`src/rtl/sr_flop_bank.sv`:
```
// sr_flop_bank: WIDTH independent clocked set/reset flags, MODE conflict resolution, optional post-change lockout.
// Latency: request at edge N shows on Q/Changed in cycle N+1; requests during Busy or Enable=0 are dropped, never queued.
// Define SR_FLOP_BANK_EDGE_EN for rising-edge request detection; default build is level-sensitive.
module sr_flop_bank #(
   parameter int unsigned      WIDTH       = 8,
   parameter int unsigned      MODE        = 0,
   parameter int unsigned      HOLD_CYCLES = 0,
   parameter logic [WIDTH-1:0] INIT        = {WIDTH{1'b0}}
) (
   input  logic             Clk,
   input  logic             ResetN,
   input  logic             Enable,
   input  logic [WIDTH-1:0] Set,
   input  logic [WIDTH-1:0] Reset,
   output logic [WIDTH-1:0] Q,
   output logic [WIDTH-1:0] NotQ,
   output logic [WIDTH-1:0] Changed,
   output logic [WIDTH-1:0] Busy
);

   logic [WIDTH-1:0] set_req;
   logic [WIDTH-1:0] reset_req;
   logic [WIDTH-1:0] accept;
   logic [WIDTH-1:0] q;
   logic [WIDTH-1:0] q_nxt;
   logic [WIDTH-1:0] changed;
   logic [WIDTH-1:0] busy;

`ifdef SR_FLOP_BANK_EDGE_EN
   logic [WIDTH-1:0] set_hist;
   logic [WIDTH-1:0] reset_hist;

   // History tracks the raw inputs every cycle, even while requests are being dropped.
   always_ff @(posedge Clk) begin
      if (!ResetN) begin
         set_hist   <= '0;
         reset_hist <= '0;
      end else begin
         set_hist   <= Set;
         reset_hist <= Reset;
      end
   end

   assign set_req   = Set & ~set_hist;
   assign reset_req = Reset & ~reset_hist;
`else
   assign set_req   = Set;
   assign reset_req = Reset;
`endif

   assign accept = {WIDTH{Enable}} & ~busy;

   always_comb begin
      q_nxt = q;
      for (int i = 0; i < WIDTH; i++) begin
         if (accept[i]) begin
            case ({set_req[i], reset_req[i]})
               2'b10:   q_nxt[i] = 1'b1;
               2'b01:   q_nxt[i] = 1'b0;
               2'b11: begin
                  case (MODE)
                     0:       q_nxt[i] = 1'b1;
                     1:       q_nxt[i] = 1'b0;
                     2:       q_nxt[i] = ~q[i];
                     default: q_nxt[i] = q[i];
                  endcase
               end
               default: q_nxt[i] = q[i];
            endcase
         end
      end
   end

   always_ff @(posedge Clk) begin
      if (!ResetN) begin
         q       <= INIT;
         changed <= '0;
      end else begin
         q       <= q_nxt;
         changed <= q_nxt ^ q;
      end
   end

   generate
      if (HOLD_CYCLES > 0) begin : g_lockout
         localparam int unsigned      CNT_W     = $clog2(HOLD_CYCLES + 1);
         localparam logic [CNT_W-1:0] HOLD_LOAD = CNT_W'(HOLD_CYCLES);

         for (genvar i = 0; i < WIDTH; i++) begin : g_ch
            logic [CNT_W-1:0] cnt;

            // Only an actual Q change starts a lockout window.
            always_ff @(posedge Clk) begin
               if (!ResetN) begin
                  cnt <= '0;
               end else if (q_nxt[i] != q[i]) begin
                  cnt <= HOLD_LOAD;
               end else if (cnt != '0) begin
                  cnt <= cnt - CNT_W'(1);
               end
            end

            assign busy[i] = (cnt != '0);
         end
      end else begin : g_no_lockout
         assign busy = '0;
      end
   endgenerate

   assign Q       = q;
   assign NotQ    = ~q;
   assign Changed = changed;
   assign Busy    = busy;

endmodule

```
`config.mk`:
```
export PLATFORM = sky130hd
export DESIGN_NAME = sr_flop_bank
export DESIGN_NICKNAME = d
export VERILOG_FILES = /design/src/rtl/sr_flop_bank.sv
export SDC_FILE = /design/constraint.sdc
export NUM_CORES = 1
export LEC_CHECK = 0
export CORE_ASPECT_RATIO = 1.5
export CORE_UTILIZATION = 31
export DETAILED_ROUTE_END_ITERATION = 16
export PLACE_DENSITY_LB_ADDON = 0.3
export SLEW_MARGIN = 20
export SYNTH_ARGS = -nofsm -noshare
export SYNTH_HDL_FRONTEND = slang
export SYNTH_SLANG_ARGS = --single-unit
```
`constraint.sdc`:
```
create_clock -name Clk -period 0.8 [get_ports Clk]
set_input_delay 0.16 -clock Clk [delete_from_list [all_inputs] [get_ports Clk]]
set_output_delay 0.16 -clock Clk [all_outputs]
set_load 0.005 [all_outputs]
```
Yosys cells after proc, flatten, opt, wreduce, memory -nomap -nowiden. Index checks and enable logic that the tools add are counted.

Output and inout port bits: 32. Register bits: 16. Input bits: 19.

Equal/unequal tests: 24. Mux-type cells: 16. Bitwise operators: 2. Reductions and logical operators: 8.

Operators by type and width (number): $eq A2 B2 Y1 const B (16); $eq A2 B1 Y1 const B (8); $pmux W1 S2 (8); $reduce_or A2 Y1 (8); $mux W1 (8); $not A8 Y8 (1); $xor A8 B8 Y8 (1).

Depth between registers and ports, before layout. Gate-level depths: netlist of run 1.

Depth after elaboration: 5. Depth in mapped cells: 4. Depth with buffers taken out: 2.

Least setup slack after synthesis of run 1. No wires, ideal clock.

Path kind: register to register. Start point: register q[6], in the netlist Q[6]. End point: register q[6], in the netlist Q[6]. Setup time: 0.076 ns. Data arrival time: 0.694 ns. Path slack: 0.031 ns. Cell stages (with the launch flop): 3. Data required time: 0.724 ns. Cell sequence: dfxtp_1 -> a21bo_2 -> a21boi_0.

Cells in the longest elaborated chain, start to end: 2.

RTL lines: start, declared (RTL line 24) `logic [WIDTH-1:0] q;`; start signal, assigned (RTL line 79) `q <= q_nxt;`; $pmux W1 S2 (RTL line 57) `case ({set_req[i], reset_req[i]})`; $mux W1 * (RTL line 56) `if (accept[i]) begin`.

Every way passes the cells marked *; elsewhere a longest branch is shown, timed or not. A chain may end at the register's enable or synchronous reset.

Final worst setup path of run 1.
Start point: register q[6], in the netlist Q[6]. End point: output port NotQ[6].

Cells in the longest elaborated chain, start to end: 1.

RTL lines: $not A8 Y8 (RTL line 111) `assign NotQ = ~q;`; end, declared (RTL line 16) `output logic [WIDTH-1:0] NotQ,`.

Every way passes these cells.

==> impl_metrics.env, run 1 <==
export IMPL_nNetsFinal=165
export IMPL_met1_usage_pct=14.1
export IMPL_crit_fanout=3
export IMPL_critical_path_class="register to output port"
export IMPL_rsz0062_at_grt="yes"
export IMPL_drv_slew=0
export IMPL_power_switching_mw=0.466
export IMPL_p_int_mw=1.45
export IMPL_critPathCaptureType="output port"
export IMPL_yosysMostFrequentCell="dfxtp_1"
export IMPL_dr_pass1_iters=2
export IMPL_hold_buffers=0
export IMPL_setup_viol=36
export IMPL_layout_drive_gt1_share_pct=56.6
export IMPL_p_per_area_nw_per_um2=1380
export IMPL_nFillCells=191
export IMPL_p_clk_share_pct=28.1
export IMPL_dpl_hpwl_um=1230
export IMPL_combinationalPowerShare_pct=26.5
export IMPL_syn_area_per_cell_um2=9.13
export IMPL_grt_max_degree=18
export IMPL_crit_start="Q[6]"
export IMPL_area_growth_synth_to_final_pct=80.3
export IMPL_arrival_ns=0.87
export IMPL_grt_ovfl_total=0
export IMPL_port_buffers=42
export IMPL_synthDistinctLibCells=14
export IMPL_worst_clock_skew_ns=0.00164
export IMPL_postRouteAntennaNets=0
export IMPL_ios=51
export IMPL_cts_made_buffers=3
export IMPL_cap_violations=0
export IMPL_cp_slowest_stage_delay_ns=0.35
export IMPL_netlist_area_um2=767
export IMPL_grt_pass1_wl_um=2790
export IMPL_rrSetupSlack_ns=-0.12
export IMPL_yosys_area_top_type="dfxtp_1"
export IMPL_cts_sinks=16
export IMPL_htreeDepth=1
export IMPL_use_met3_pct=3.76
export IMPL_wl_um=1920
export IMPL_first_global_vias=668
export IMPL_synth_enable_flop_cells=0
export IMPL_yosys_register_bits=16
export IMPL_cts_root_buf="clkbuf_4"
export IMPL_worstPathCellList="buf_6, inv_2, buf_2"
export IMPL_vias=763
export IMPL_seqPwrFrac_pct=45.4
export IMPL_grt_antenna_before_repair=0
export IMPL_synth_warnings=0
export IMPL_drc_errors=0
export IMPL_grtUsageMet2_pct=23.5
export IMPL_yosysSeqAreaShare_pct=41.8
export IMPL_fmax_mhz=973
export IMPL_grtUsageTotal_pct=14.0
export IMPL_synth_area_leaders="dfxtp_1 42%, a21bo_2 9.1%, buf_4 7.8%, nand3b_1 7.8%, a21boi_0 6.9%"
export IMPL_die_w_um=42.6
export IMPL_netlist_instances=84
export IMPL_status="finished, violations left"
export IMPL_core_um2=2290
export IMPL_clkTransAtPathRegs_ns=0.10
export IMPL_synthFlopType="dfxtp_1"
export IMPL_hold_violations=0
export IMPL_violations="setup timing"
export IMPL_synthArstFlopShare_pct=0
export IMPL_cts_buffer_depth=2
export IMPL_crit_end="NotQ[6]"
export IMPL_post_place_ws_ns=-0.386
export IMPL_layout_min_cycle_time_ns=1.03
export IMPL_drt_iter0_markers=7
export IMPL_switching_share_pct=24.4
export IMPL_busiest_layer="met2"
export IMPL_setup_ws_ns=-0.228
export IMPL_yosysTopAreaCellShare_pct=41.8
export IMPL_place_gp_congestion=0.672
export IMPL_p_total_mw=1.91
export IMPL_worstPathRequired_ns=0.64
export IMPL_hp_class="primary input to register"
export IMPL_cpMaxStageDelayCell="dfxtp_2"
export IMPL_dieHeight_um=62.9
export IMPL_n_antenna_cell=0
export IMPL_die_area_um2=2680
export IMPL_ff2ff_path_depth=4
export IMPL_rr_startpoint="Q[6]"
export IMPL_start_util_pct=33.6
export IMPL_leakagePower_nw=0.633
export IMPL_fin_crit_sh_pct=128
export IMPL_cts_tree="yes"
export IMPL_r2r_end="Q[6]"
export IMPL_vdd_ir_drop_worst_uv=729
export IMPL_via_per_inst=4.54
export IMPL_rows=21
export IMPL_worstSetupStartpointType="register"
export IMPL_clk_latency_ns=0.29
export IMPL_routedWlPerCell_um=11.4
==> how the worst min path moves through the flow <==
| stage | endpoint | cells after the start | from |
|---|---|---|---|
| after global placement | Changed[2] | 2 | Q[2] |
| after detailed placement | Changed[5] | 2 | Q[5] |
| after CTS | Q[3] | 2 | ResetN |
| after floorplan | Q[6] | 2 | Set[6] |
| final | Q[3] | 2 | ResetN |
| after global routing | Q[3] | 2 | ResetN |
==> routing by layer <==
layer | up-vias | share of wire (%)
li1 | 379 | -
met1 | 347 | 39
met2 | 33 | 52
met3 | 4 | 6.4
met4 | 0 | 2.3
met5 | - | 0
==> final cells by class <==
class	count	area, um2	area share [%]
Clock buffer	4	36.3	2.62
Inverter	8	30.0	2.17
Multi-Input combinational cell	57	428	31.0
Sequential cell	16	333	24.1
Tap cell	23	28.8	2.08
Timing Repair Buffer	60	527	38.1
==> per-stage QoR <==
| stage | area (um2) | TNS [ns] | hold WS [ns] | std cells | util [%] |
|---|---|---|---|---|---|
| after CTS | 1290 | -3.66 | 0.345 | 164 | 56.4 |
| after global routing | 1380 | -5.30 | 0.340 | 168 | 60.5 |
| after floorplan | 793 | 0 | 0.307 | 91 | - |
| after global placement | 1220 | -10.01 | 0.502 | 152 | 53.3 |
| final | 1380 | -4.01 | 0.356 | 168 | 60.5 |
| after detailed placement | 1220 | -10.39 | 0.514 | 152 | 53.3 |
==> power groups by stage <==
stage | clock network, mW | registers (mW) | logic (mW)
after floorplan | 0 | 0.889 | 0.160
after global placement | 0 | 0.882 | 0.406
after detailed placement | 0 | 0.885 | 0.413
after CTS | 0.544 | 0.867 | 0.449
after global routing | 0.594 | 0.874 | 0.543
final | 0.538 | 0.869 | 0.506
==> worst max-delay path, delay by kind of cell, from the launching register on <==
family	cells	cell delay, ns
DFF	1	0.35
buffers and inverters	3	0.23
==> cells in the final DEF (no fill, tap or decap), types with 2 or more instances in the layout <==
cell	count
clkbuf_4	3
inv_2	7
clkdlybuf4s50_1	16
buf_4	7
a21bo_2	6
nand3b_1	8
dfxtp_2	10
a21oi_2	5
dlygate4sd2_1	2
conb_1	8
a21oi_1	3
buf_2	17
buf_6	17
dfxtp_1	6
a21boi_1	7
nand2b_1	3
nand2_1	8
nand2b_4	5
==> registers in the layout (all words and copies together), names as in the netlist <==
name and flops:
Changed 8, Q 8
==> cell families (layout without fill, tap and decap cells) <==
kind of cell	Yosys count	after routing	synth area share [%]
simple gates	25	25	19.1
compound gates	24	24	24.0
buf+inv	18	72	14.7
flops	16	16	41.8
other cells	1	8	0.489
==> timing repair <==
action                                  4_1_cts  5_1_grt
buffers inserted                              8        5
pin swaps                                     3        4
endpoints found under the setup margin       40       38
gates resized for setup                     136       14
No activity file was read; power rests on OpenSTA's default activity.
==> run 2: changes to the inputs <==
==> config.mk (replaced) <==
export PLATFORM = sky130hd
export DESIGN_NAME = sr_flop_bank
export DESIGN_NICKNAME = d
export VERILOG_FILES = /design/src/rtl/sr_flop_bank.sv
export SDC_FILE = /design/constraint.sdc
export NUM_CORES = 1
export LEC_CHECK = 0
export CORE_UTILIZATION = 53
export DETAILED_ROUTE_END_ITERATION = 16
export DONT_BUFFER_PORTS = 1
export PLACE_DENSITY_LB_ADDON = 0.3
export SLEW_MARGIN = 15
export SYNTH_ARGS = -nofsm -noshare
export SYNTH_HDL_FRONTEND = slang
export SYNTH_SLANG_ARGS = --single-unit
==> run 2 against run 1 <==
  * The flow still finishes with violations (setup timing)
  * Total power decreased by 23%
  * Setup slack improved by 0.11 ns
  * Clock power decreased by 27%
  * Sequential share of layout area increased by 15 points
  * Via count decreased by 25%
  * Count of clock-buffer cells in the layout decreased by 1
  * Non-clock buffer count decreased by 51
  * Register-to-register slack improved by 0.10 ns
  * Critical path type unchanged
  * Highest routed layer is now met3
==> impl_metrics.env, run 2 (synthesis results as in run 1) <==
export IMPL_clk_latency_ns=0.27
export IMPL_crit_fanout=3
export IMPL_grt_ovfl_total=0
export IMPL_status="finished, violations left"
export IMPL_layout_drive_gt1_share_pct=49.5
export IMPL_htreeDepth=1
export IMPL_die_w_um=40.0
export IMPL_nNetsFinal=114
export IMPL_start_util_pct=58.2
export IMPL_vdd_ir_drop_worst_uv=1360
export IMPL_grt_antenna_before_repair=0
export IMPL_die_area_um2=1600
export IMPL_fmax_mhz=1080
export IMPL_leakagePower_nw=0.365
export IMPL_p_per_area_nw_per_um2=1650
export IMPL_vias=570
export IMPL_worstPathRequired_ns=0.64
export IMPL_critical_path_class="register to output port"
export IMPL_grtUsageTotal_pct=17.9
export IMPL_rr_startpoint="Q[4]"
export IMPL_ff2ff_path_depth=3
export IMPL_rows=13
export IMPL_drv_slew=0
export IMPL_arrival_ns=0.76
export IMPL_fin_crit_sh_pct=115
export IMPL_rsz0062_at_grt="yes"
export IMPL_cap_violations=0
export IMPL_place_gp_congestion=0.637
export IMPL_final_common_cell="dfxtp_2"
export IMPL_grt_pass1_wl_um=1810
export IMPL_cts_root_buf="clkbuf_4"
export IMPL_wl_um=1330
export IMPL_port_buffers=0
export IMPL_grt_max_degree=18
export IMPL_cts_sinks=16
export IMPL_n_antenna_cell=0
export IMPL_area_growth_synth_to_final_pct=16.1
export IMPL_tns_ns=-1.41
export IMPL_hp_class="primary input to register"
export IMPL_cts_made_buffers=3
export IMPL_drc_errors=0
export IMPL_drt_iter0_markers=10
export IMPL_dr_pass1_iters=4
export IMPL_postRouteAntennaNets=0
export IMPL_setup_viol=17
export IMPL_dpl_hpwl_um=999
export IMPL_routedWlPerCell_um=12.3
export IMPL_dieHeight_um=40.0
export IMPL_hold_violations=0
export IMPL_layout_min_cycle_time_ns=0.922
export IMPL_r2r_end="Q[4]"
export IMPL_worstSetupStartpointType="register"
export IMPL_crit_end="NotQ[7]"
export IMPL_via_per_inst=5.28
export IMPL_worst_clock_skew_ns=0.000676
export IMPL_critPathCaptureType="output port"
export IMPL_crit_start="Q[7]"
export IMPL_setup_ws_ns=-0.122
export IMPL_post_place_ws_ns=-0.0693
export IMPL_cts_tree="yes"
export IMPL_rrSetupSlack_ns=-0.02
export IMPL_clkTransAtPathRegs_ns=0.08
export IMPL_violations="setup timing"
export IMPL_core_um2=1320
export IMPL_cts_buffer_depth=2
export IMPL_ios=51
export IMPL_first_global_vias=469
[run 2: changes by cell type in the layout (fill, tap and decap cells not counted), sizes merged]
cell / previous run / this run
dlygate4sd2: 2 / 0
clkdlybuf4s50: 16 / 0
buf: 42 / 9
clkbuf: 4 / 3
[run 2: worst min path at each step]
| stage | startpoint | end | slack (ns) | cells past startpoint |
|---|---|---|---|---|
| floorplan | Set[6] | Q[6] | 0.31 | 2 |
| global placement | Set[6] | Q[6] | 0.31 | 2 |
| detailed placement | Enable | Q[3] | 0.32 | 2 |
| CTS | Enable | Q[7] | 0.01 | 2 |
| global route | ResetN | Q[7] | -0.001 | 1 |
| finish | Enable | Q[3] | 0.007 | 2 |
[run 2: final cells by class]
cell class / instances / area [um2]
Clock buffer: 3 / 22.5
Fill cell: 108 / 427
Inverter: 8 / 30.0
Multi-Input combinational cell: 57 / 372
Sequential cell: 16 / 350
Tap cell: 15 / 18.8
Timing Repair Buffer: 9 / 97.6
[run 2: where the power goes]
group / switching [mW] / internal [mW]
sequential: 0.0363 / 0.839
combinational: 0.0760 / 0.124
clock: 0.221 / 0.174
[run 2: routing by layer]
layer	GRT usage, %	vias to the layer above	share of wire [%]
met4	5.17	0	0
met2	29.0	34	53
met3	11.1	0	12
li1	-	280	-
met1	19.0	256	35
met5	0	-	0
[run 2: through the flow]
stage	power, mW	hold WS (ns)	util, %	cells	area (um2)
5_1_grt	1.55	-0.00138	67.6	108	891
3_5_place_dp	1.07	0.316	61.6	107	812
3_3_place_gp	1.06	0.310	61.6	107	812
6_report	1.47	0.00654	67.6	108	891
2_1_floorplan	1.05	0.307	-	91	793
4_1_cts	1.48	0.0105	65.4	108	862
[run 2: repair_timing]
item,4_1_cts,5_1_grt
hold buffers,0,0
hold endpoints to repair,0,0
pin swaps,0,1
endpoints found under the setup margin,18,31
resized for setup,26,18
setup buffers,1,0
[run 2: critical path, cell delays in order, from the launching register on]
cell and delay, ns:
dfxtp_2 0.33, buf_6 0.11, inv_2 0.04
